$ cat src/rtl/ahb_bridge_pkg.sv
// Shared definitions for the AHB2AHB bridge source-domain write controller.
// Covers HTRANS codes, controller states, FIFO entry layout and transfer legality.
package ahb_bridge_pkg;

  localparam logic [1:0] HTRANS_IDLE   = 2'b00;
  localparam logic [1:0] HTRANS_BUSY   = 2'b01;
  localparam logic [1:0] HTRANS_NONSEQ = 2'b10;
  localparam logic [1:0] HTRANS_SEQ    = 2'b11;

  typedef enum logic [2:0] {
    StIdle,
    StWrData,
    StRdPush,
    StRdWait,
    StRdDone,
    StErr1,
    StErr2
  } state_e;

  // Entry field offsets for the default 32-bit address / 32-bit data layout.
  localparam int unsigned DATA_LSB = 0;
  localparam int unsigned ADDR_LSB = 32;
  localparam int unsigned SIZE_LSB = 64;
  localparam int unsigned WR_BIT   = 67;

  function automatic int unsigned d_size(int unsigned addr_w, int unsigned data_w);
    return 1 + 3 + addr_w + data_w;
  endfunction

  // Sizes above a word, and addresses not aligned to the size, are rejected.
  function automatic logic xfer_legal(logic [2:0] size, logic [1:0] addr_lo);
    logic ok;
    case (size)
      3'd0:    ok = 1'b1;
      3'd1:    ok = ~addr_lo[0];
      3'd2:    ok = (addr_lo == 2'b00);
      default: ok = 1'b0;
    endcase
    return ok;
  endfunction

endpackage

$ cat src/rtl/ahb_addr_capture.sv
// Address-phase decode for the write controller: accept, legality, and the
// registered control fields used during the data phase.
module ahb_addr_capture
  import ahb_bridge_pkg::*;
#(
  parameter int unsigned ADDR_W = 32
) (
  input  logic              clk,
  input  logic              rst,
  input  logic              hsel,
  input  logic [1:0]        htrans,
  input  logic              hwrite,
  input  logic [2:0]        hsize,
  input  logic [ADDR_W-1:0] haddr,
  input  logic              hready,
  input  logic              take,
  output logic              accept,
  output logic              legal,
  output logic              hwrite_q,
  output logic [2:0]        hsize_q,
  output logic [ADDR_W-1:0] haddr_q
);

  assign accept = hsel && hready && ((htrans == HTRANS_NONSEQ) || (htrans == HTRANS_SEQ));
  assign legal  = xfer_legal(hsize, haddr[1:0]);

  always_ff @(posedge clk) begin
    if (rst) begin
      hwrite_q <= 1'b0;
      hsize_q  <= '0;
      haddr_q  <= '0;
    end else if (take) begin
      hwrite_q <= hwrite;
      hsize_q  <= hsize;
      haddr_q  <= haddr;
    end
  end

endmodule

$ cat src/rtl/ahb_wr_fifo_ctrl.sv
// AHB-Lite slave front-end that packs each transfer into one bridge FIFO entry,
// stalls on FIFO full and holds reads until the return path answers.
module ahb_wr_fifo_ctrl
  import ahb_bridge_pkg::*;
#(
  parameter int unsigned ADDR_W  = 32,
  parameter int unsigned DATA_W  = 32,
  parameter int unsigned TIMEOUT = 255,
  localparam int unsigned D_SIZE = d_size(ADDR_W, DATA_W)
) (
  input  logic              i_w_clk,
  input  logic              i_w_rst,
  input  logic              i_hsel,
  input  logic [1:0]        i_htrans,
  input  logic              i_hwrite,
  input  logic [2:0]        i_hsize,
  input  logic [ADDR_W-1:0] i_haddr,
  input  logic [DATA_W-1:0] i_hwdata,
  input  logic              i_hready,
  output logic              o_hreadyout,
  output logic              o_hresp,
  output logic [DATA_W-1:0] o_hrdata,
  input  logic              i_full,
  output logic              o_w_inc,
  output logic [D_SIZE-1:0] o_w_data,
  input  logic              i_rd_valid,
  input  logic              i_rd_err,
  input  logic [DATA_W-1:0] i_rd_data
);

  localparam int unsigned CntW = $clog2(TIMEOUT + 1);
  localparam logic [CntW-1:0] TimeoutCnt = CntW'(TIMEOUT);

  state_e            state_q, state_d, addr_next;
  logic [CntW-1:0]   cnt_q, cnt_d, cnt_inc;
  logic              stale_q, stale_d;
  logic [DATA_W-1:0] hrdata_q, hrdata_d;
  logic              accept, legal, can_take, take;
  logic              hwrite_q;
  logic [2:0]        hsize_q;
  logic [ADDR_W-1:0] haddr_q;

  // A new address phase is only honoured in cycles where this slave drives ready.
  assign can_take = (state_q == StIdle) || (state_q == StRdDone) || (state_q == StErr2) ||
                    ((state_q == StWrData) && !i_full);
  assign take     = accept && can_take;

  ahb_addr_capture #(
    .ADDR_W(ADDR_W)
  ) u_addr_capture (
    .clk     (i_w_clk),
    .rst     (i_w_rst),
    .hsel    (i_hsel),
    .htrans  (i_htrans),
    .hwrite  (i_hwrite),
    .hsize   (i_hsize),
    .haddr   (i_haddr),
    .hready  (i_hready),
    .take    (take),
    .accept  (accept),
    .legal   (legal),
    .hwrite_q(hwrite_q),
    .hsize_q (hsize_q),
    .haddr_q (haddr_q)
  );

  always_comb begin
    if (!take)         addr_next = StIdle;
    else if (!legal)   addr_next = StErr1;
    else if (i_hwrite) addr_next = StWrData;
    else               addr_next = StRdPush;
  end

  assign cnt_inc  = (cnt_q == TimeoutCnt) ? cnt_q : cnt_q + CntW'(1);
  assign o_hrdata = hrdata_q;

  always_comb begin
    state_d     = state_q;
    cnt_d       = cnt_q;
    stale_d     = stale_q;
    hrdata_d    = hrdata_q;
    o_hreadyout = 1'b1;
    o_hresp     = 1'b0;
    o_w_inc     = 1'b0;
    o_w_data    = '0;
    // The return path is in order: the first return after a timeout belongs to it.
    if (stale_q && i_rd_valid) stale_d = 1'b0;
    unique case (state_q)
      StIdle: state_d = addr_next;
      StWrData: begin
        o_hreadyout = !i_full;
        o_w_inc     = !i_full;
        o_w_data    = {hwrite_q, hsize_q, haddr_q, i_hwdata};
        if (!i_full) state_d = addr_next;
      end
      StRdPush: begin
        o_hreadyout = 1'b0;
        o_w_inc     = !i_full;
        o_w_data    = {hwrite_q, hsize_q, haddr_q, {DATA_W{1'b0}}};
        cnt_d       = '0;
        if (!i_full) state_d = StRdWait;
      end
      StRdWait: begin
        o_hreadyout = 1'b0;
        cnt_d       = cnt_inc;
        if (i_rd_valid && !stale_q) begin
          if (i_rd_err) begin
            state_d = StErr1;
          end else begin
            hrdata_d = i_rd_data;
            state_d  = StRdDone;
          end
        end else if (cnt_inc == TimeoutCnt) begin
          state_d = StErr1;
          stale_d = 1'b1;
        end
      end
      StRdDone: state_d = addr_next;
      StErr1: begin
        o_hreadyout = 1'b0;
        o_hresp     = 1'b1;
        state_d     = StErr2;
      end
      StErr2: begin
        o_hresp = 1'b1;
        state_d = addr_next;
      end
      default: state_d = StIdle;
    endcase
  end

  always_ff @(posedge i_w_clk) begin
    if (i_w_rst) begin
      state_q  <= StIdle;
      cnt_q    <= '0;
      stale_q  <= 1'b0;
      hrdata_q <= '0;
    end else begin
      state_q  <= state_d;
      cnt_q    <= cnt_d;
      stale_q  <= stale_d;
      hrdata_q <= hrdata_d;
    end
  end

endmodule

$ cat config.mk
export PLATFORM = sky130hd
export DESIGN_NAME = ahb_wr_fifo_ctrl
export DESIGN_NICKNAME = d
export VERILOG_FILES = /design/src/rtl/ahb_bridge_pkg.sv /design/src/rtl/ahb_addr_capture.sv /design/src/rtl/ahb_wr_fifo_ctrl.sv
export SDC_FILE = /design/constraint.sdc
export NUM_CORES = 1
export LEC_CHECK = 0
export BUFFER_PORTS_ARGS = -buffer_cell sky130_fd_sc_hd__clkbuf_2
export CORE_MARGIN = 4
export CORE_UTILIZATION = 33
export DETAILED_ROUTE_END_ITERATION = 12
export PLACE_DENSITY = 0.66
export SYNTH_ARGS = -nofsm -noshare
export SYNTH_HDL_FRONTEND = slang
export SYNTH_HIERARCHICAL = 1
export SYNTH_SLANG_ARGS = --single-unit
$ cat constraint.sdc
create_clock -name i_w_clk -period 2.35 [get_ports i_w_clk]
set_input_delay 0.705 -clock i_w_clk [delete_from_list [all_inputs] [get_ports i_w_clk]]
set_output_delay 0.705 -clock i_w_clk [all_outputs]
set_load 0.02 [all_outputs]
==> summary.txt, run 1 <==
Run status
  • Outcome: finished clean

Floorplan
  • Die X-Extent: about 120 µm
  • FP Rows: 39
  • Total die area: ~0.013 mm²
  • Starting density of the core: about 34%
  • Placeable Area: about 0.011 mm²
  • Die Y-Extent: approximately 120 µm
  • Top-level I/O count: ~210

Critical path
  • Critical path class: flip-flop to primary output
  • Arr. time, crit path: approximately 1600 ps
  • CP startpoint kind: flip-flop
  • Worst path required time: 1640 ps
  • Worst Path Max Fanout: 5
  • CP endpoint kind: primary output

Timing
  • Final setup violation count: 0
  • F_max: between 0.4 and 0.5 GHz
  • Hold Vio Cnt, Final: 0
  • Relative slew margins: roughly 65%
  • Unrepaired setup endpoints after global routing: yes
  • Max-slew violations: 0
  • Final worst path period need: between 2000 and 2500 ps
  • Fin Clk Skew: roughly 6 ps
  • Final worst-path setup slack: between 10 and 15 ps
  • Hold slack: between 400 and 500 ps
  • Fin crit share: about 100%
  • Measured slew at the worst slew-check pin: roughly 520 ps
  • Post-Route Setup TNS: 0 ps

Clocking
  • Hold bufs inserted after CTS: 0
  • Worst-skew pair later-pin latency: ~320 ps
  • H-tree level count: 3
  • Clk slew on worst S/H paths: 60 ps
  • CTS Buf Count: 9
  • Clock sink total: 80
  • Worst-case clock buffer depth: 2
  • CTS tree: done
  • Clock tree root buffer cell: clkbuf_16

Synth
  • Mapped cell area: 0.00382 mm²
  • Seq cells post-synth: 80
  • Post-Synthesis Cells: roughly 450
  • Yosys top cell area share: roughly two fifths
  • Ys flop type: dfxtp_1
  • Post-synth EDFFs: 0
  • Post-Synthesis Mean Instance Area: 8.50 µm²
  • Distinct cell type count after synthesis: 47
  • Mapped Nets: about 560
  • YS warnings: 6
  • Async S/R FF share, synth: 0%
  • Cell accounting for the most synthesized area: dfxtp_1
  • Top cells by area, synth: dfxtp_1, and2_1, mux2i_1
  • Post-synthesis sequential area ratio: between 40% and 50%

Placed design
  • Post-DP HPWL: between 8 and 9 mm
  • Dpl ws: roughly 94 ps
  • Dpl cells: a little under 800
  • Cell Area, Placed: between 0.004 and 0.005 mm²
  • RePlAce Congestion: approximately 0.85
  • Number of port buffers: 210

Drt
  • Vias/cell: between 4 and 5
  • Post-route ant nets: 0
  • Drt pass-1 iters: 4
  • DRC Markers: 0
  • Final WL: ~11 mm
  • Initial drt markers: between 150 and 200
  • DR vias: between 3000 and 4000
  • Wire length per cell: approximately 14 µm

GRT
  • Largest net degree at the start of global routing: 53
  • Overall routing resource usage: between 10% and 20%
  • Vias in the first global route: ~3700
  • Total gr overflow: 0
  • Initial antenna violation count: 0
  • First-pass GRT wire length: ~17 mm

Final layout
  • Share of cells above drive strength 1: roughly two fifths
  • Design area: about 0.0054 mm²
  • Layout Utilization: between 40% and 50%
  • Diode count: 0
  • Final std cells w/o fill: between 700 and 800
  • Area growth syn-to-layout: 42.2%
  • Nets: 760

Power and ir drop
  • Pwr/cell area: 671 mW/mm²
  • Total power: around 3.6 mW
  • Pleak: about 2.4 nW
  • Peak supply drop: 300 µV

Min path
  • Hold Crit Class: flip-flop to flip-flop

Run
  • Max_cap viols: 0
flip-flops by register name, indices dropped and copies added (netlist names):
name and cells:
o_hrdata 32, u_addr_capture/haddr_q 32, cnt_q 8, state_q 3, u_addr_capture/hsize_q 3, stale_q 1
u_addr_capture/hwrite_q 1
layer usage:
layer | share of wire (%) | track usage, % | vias to the layer above
met5 | 0 | 0 | -
met4 | 1.6 | 5.79 | 0
met3 | 7.6 | 3.86 | 14
met2 | 52 | 28.3 | 164
met1 | 39 | 17.2 | 1770
li1 | - | - | 1904
where the power goes:
part | internal (mW) | leakage, nW | switching [mW]
combinational | 0.357 | 1.65 | 0.383
sequential | 1.39 | 0.648 | 0.0231
clock | 0.957 | 0.152 | 0.530
total | 2.71 | 2.45 | 0.937
cells by family (layout without fill, tap and decap cells):
group | count (synthesis) | count (layout) | synth area share [%]
DFF | 80 | 80 | 41.9
adders and majority gates | 1 | 1 | 0.328
and+or+nand+nor | 216 | 216 | 28.4
buffers and inverters | 40 | 246 | 7.21
muxes | 37 | 37 | 9.70
AOI/OAI and AO/OA | 73 | 73 | 11.9
xor gates and xnor gates | 2 | 2 | 0.459
what timing repair did:
item	in CTS	in global routing
gates cloned	0	4
setup endpoints to repair	32	70
pin swaps	0	1
resized for setup	2	61
setup buffers	0	1
final cells by class:
| type | count | area (µm²) |
|---|---|---|
| clock buffers | 11 | 243 |
| clock inverters | 5 | 80.1 |
| fillers | 1085 | 5940 |
| inverters | 4 | 15.0 |
| multi-input cells | 329 | 1970 |
| flip-flops and latches | 80 | 1610 |
| well taps | 143 | 179 |
| repair buffers | 226 | 1340 |
final timing paths:
kind / start / end / slack [ps] / cells past startpoint
worst min-delay path: o_hrdata[19]$_SDFFE_PP0P_ / o_hrdata[19]$_SDFFE_PP0P_ / 450 / 2
worst max-delay path: state_q[0]$_SDFFE_PP0P_ / o_w_data[57] / 10 / 6
worst max register to register: cnt_q[0]$_SDFFE_PP0P_ / stale_q$_SDFF_PP0_ / 450 / 5
worst min register to register: o_hrdata[19]$_SDFFE_PP0P_ / o_hrdata[19]$_SDFFE_PP0P_ / 450 / 2
cells in the mapped netlist (all sizes together), types with 2 or more instances:
master / number
o2111ai: 3
or3: 2
nor3: 5
a311oi: 2
inv: 4
mux2i: 37
and2: 70
and3: 4
nand3b: 2
a211oi: 5
a31oi: 5
a21oi: 43
nand4: 2
dfxtp: 80
nor2: 43
nand2b: 4
clkbuf: 11
o21ai: 4
buf: 25
nand3: 4
nor2b: 3
o31ai: 5
nor3b: 3
nand2: 69
worst max-delay path, cell delays in order, from the launching register on:
cell	delay (ps)
dfxtp_4	360
xor2_2	160
nor2b_4	180
buf_12	140
clkbuf_16	140
and2_1	140
clkbuf_2	180
cells in the final DEF (no fill, tap or decap), types with 2 or more instances in the layout:
cell,n
clkbuf_2,179
dfxtp_1,77
and2_1,70
nand2_1,69
nor2_1,43
a21oi_1,43
mux2i_1,37
buf_4,27
clkbuf_16,12
buf_2,11
o31ai_1,5
a31oi_1,5
o21ai_0,4
nand2b_1,4
nand3_1,4
nor3_1,4
inv_1,4
a211oi_1,4
buf_12,4
and3_1,3
nor2b_1,2
nand3b_1,2
or3_1,2
nand4_1,2
o2111ai_1,2
nor3b_1,2
bufinv_16,2
clkinvlp_4,2
dfxtp_2,2
No activity file was read; power rests on OpenSTA's default activity.
==> run 2, diff against run 1 <==
==> constraint.sdc (replaced) <==
create_clock -name i_w_clk -period 2.35 [get_ports i_w_clk]
set_input_delay 0.1175 -clock i_w_clk [delete_from_list [all_inputs] [get_ports i_w_clk]]
set_output_delay 0.1175 -clock i_w_clk [all_outputs]
set_load 0.02 [all_outputs]
==> run 2 against run 1 <==
Against the previous run: sequential power hardly changed; sequential share of layout area is 1.2 points higher; clock skew is essentially flat; global-route usage is 0.37 points lower; clock-buffer cell count increased by 2; flip-flop and latch count did not move; first-iteration DRC count up 22%; utilization down 2.1 points; routed wire length is 6.3% lower; register-to-register slack got worse by 40 ps.
==> summary.txt, run 2 (synthesized netlist as in run 1, its figures left out) <==
Critical path
  • CP startpoint kind: flip-flop
  • Worst Path Max Fanout: 37 (+32)
  • R2R depth: 5 (unchanged)
  • Worst path required time: 2230 ps (+590 ps)
  • FF-to-FF Start: state_q[2]$_SDFFE_PP0P_
  • CP startpoint: state_q[1]$_SDFFE_PP0P_
  • Arr. time, crit path: 1930 ps (+300 ps)
  • Critical path class: flip-flop to primary output
  • CP endpoint kind: primary output
  • Setup slack, reg-to-reg: 410 ps (-40 ps)
  • Reg-to-Reg End: u_addr_capture/haddr_q[31]$_SDFFE_PP0P_

Timing
  • Fin crit share: 87.2% (-12 points)
  • Max-slew violations: 0 (unchanged)
  • Final worst path period need: 2050 ps (-290 ps)
  • Measured slew at the worst slew-check pin: 542 ps (+19.0 ps)
  • Final setup violation count: 0 (unchanged)
  • Post-Route Setup TNS: 0 ps (unchanged)
  • Fin Clk Skew: 5.79 ps (-0.191 ps)
  • Hold Vio Cnt, Final: 0 (unchanged)
  • F_max: 0.488 GHz (+14%)
  • Unrepaired setup endpoints after global routing: no
  • Relative slew margins: 63.9% (-1.3 points)

Placed design
  • RePlAce Congestion: 0.924 (+8.6%)
  • Post-DP HPWL: 8.22 mm (-2.2%)
  • Number of port buffers: 210 (unchanged)
  • Cell Area, Placed: 0.00488 mm² (-0.56%)

Min path
  • Hold path endpoint: o_hrdata[23]$_SDFFE_PP0P_
  • Worst hold path startpoint: i_rd_data[23]
  • Hold Crit Class: input port to flip-flop
  • Hold Path Stages: 3 (+1)

Run
  • Max_cap viols: 0 (unchanged)

Final layout
  • Commonest non-fill, non-tap cell in the layout: clkbuf_2
  • Nets: 753 (-0.92%)
  • Most frequent cells in the layout: clkbuf_2, dfxtp_1, and2_1, nand2_1
  • Area growth syn-to-layout: 36.0%
  • Design area: 0.00519 mm² (-4.4%)
  • Share of cells above drive strength 1: 37.0% (-1.6 points)
  • Diode count: 0 (unchanged)

Floorplan
  • Die Y-Extent: 116 µm (unchanged)
  • Starting density of the core: 33.6% (unchanged)
  • Placeable Area: 0.0114 mm² (unchanged)
  • Top-level I/O count: 212 (unchanged)
  • FP Rows: 39 (unchanged)
  • Die X-Extent: 116 µm (unchanged)
  • Total die area: 0.0134 mm² (unchanged)

Drt
  • Final WL: 10.5 mm (-6.3%)
  • Vias/cell: 4.74 (-1.9%)
  • DR vias: 3746 (-2.8%)
  • Drt pass-1 iters: 4 (unchanged)
  • Post-route ant nets: 0 (unchanged)
  • Initial drt markers: 209 (+22%)
  • DRC Markers: 0 (unchanged)
  • Wire length per cell: 13.3 µm (-5.5%)

GRT
  • First-pass GRT wire length: 16.6 mm (-0.62%)
  • Largest net degree at the start of global routing: 38 (-28%)
  • Total gr overflow: 0 (unchanged)
  • Initial antenna violation count: 0 (unchanged)
  • Overall routing resource usage: 15.1% (-0.37 points)
  • Vias in the first global route: 3615 (-1.5%)

Clocking
  • Clock sink total: 80 (unchanged)
  • Worst-case clock buffer depth: 2 (unchanged)
  • Clk slew on worst S/H paths: 60 ps (about the same)
  • Worst-skew pair later-pin latency: 320 ps (about the same)
  • Clock tree root buffer cell: clkbuf_16
  • CTS Buf Count: 9 (unchanged)
  • Hold bufs inserted after CTS: 0 (unchanged)
  • H-tree level count: 3 (unchanged)
  • Post-CTS sizing: 0 (-2)
  • CTS tree: done
  • # Post-CTS Setup Buffers: 0 (unchanged)

Power and ir drop
  • Total power: 3.45 mW (-5.4%)
  • Peak supply drop: 387 µV (+29%)
  • Pleak: 2.36 nW (-3.8%)
  • Pwr/cell area: 664 mW/mm² (-1.1%)

Run status
  • Outcome: finished clean
## run 2: cell types whose count changed in the layout (fill, tap and decap cells not counted), sizes merged
cell      before  now
clkinvlp       2    0
buf           44    9
clkbuf       193  223
## run 2: metrics by stage
step                util (%)  instances  hold WS [ps]  worst slack (ps)
finish                  45.7        791          12.9               300
global route            45.7        791          4.57               127
CTS                     45.7        791         0.318               276
detailed placement      42.9        775           346               454
global placement        42.9        775           342               535
floorplan                  -        449           253               797
## run 2: worst max-delay path by stage
stage | end | slack, ps | cells after the start
after floorplan | state_q[2]$_SDFFE_PP0P_ | 800 | 6
after global placement | u_addr_capture/haddr_q[18]$_SDFFE_PP0P_ | 530 | 5
after detailed placement | u_addr_capture/haddr_q[31]$_SDFFE_PP0P_ | 450 | 5
after CTS | o_w_data[43] | 280 | 5
after global routing | o_w_data[20] | 130 | 5
final | o_w_data[43] | 300 | 5
## run 2: worst max-delay path: stages, from the launching register on
cell      delay [ps]
dfxtp_1          590
xor2_1           210
nor2b_2          160
buf_4            290
and2_1           190
clkbuf_2         170
## run 2: area by class of cell
cell class              instances  area, µm²
repair buffers                219       1130
flip-flops and latches         80       1600
clock inverters                 3       65.1
fillers                      1096       6180
inverters                       4       15.0
multi-input cells             329       1950
clock buffers                  13        250
well taps                     143        179
## run 2: power breakdown
part	switching, mW	internal (mW)	leakage (nW)
Combinational	0.326	0.230	1.55
Clock	0.509	0.959	0.154
Sequential	0.0321	1.39	0.647
## run 2: metal layers
layer  track usage (%)  up-vias  wire (µm)
met2              28.5      149       5490
li1                  -     1882          -
met1              17.0     1706       4060
met4              4.38        0        147
met5                 0        -          0
met3              3.03        9        786
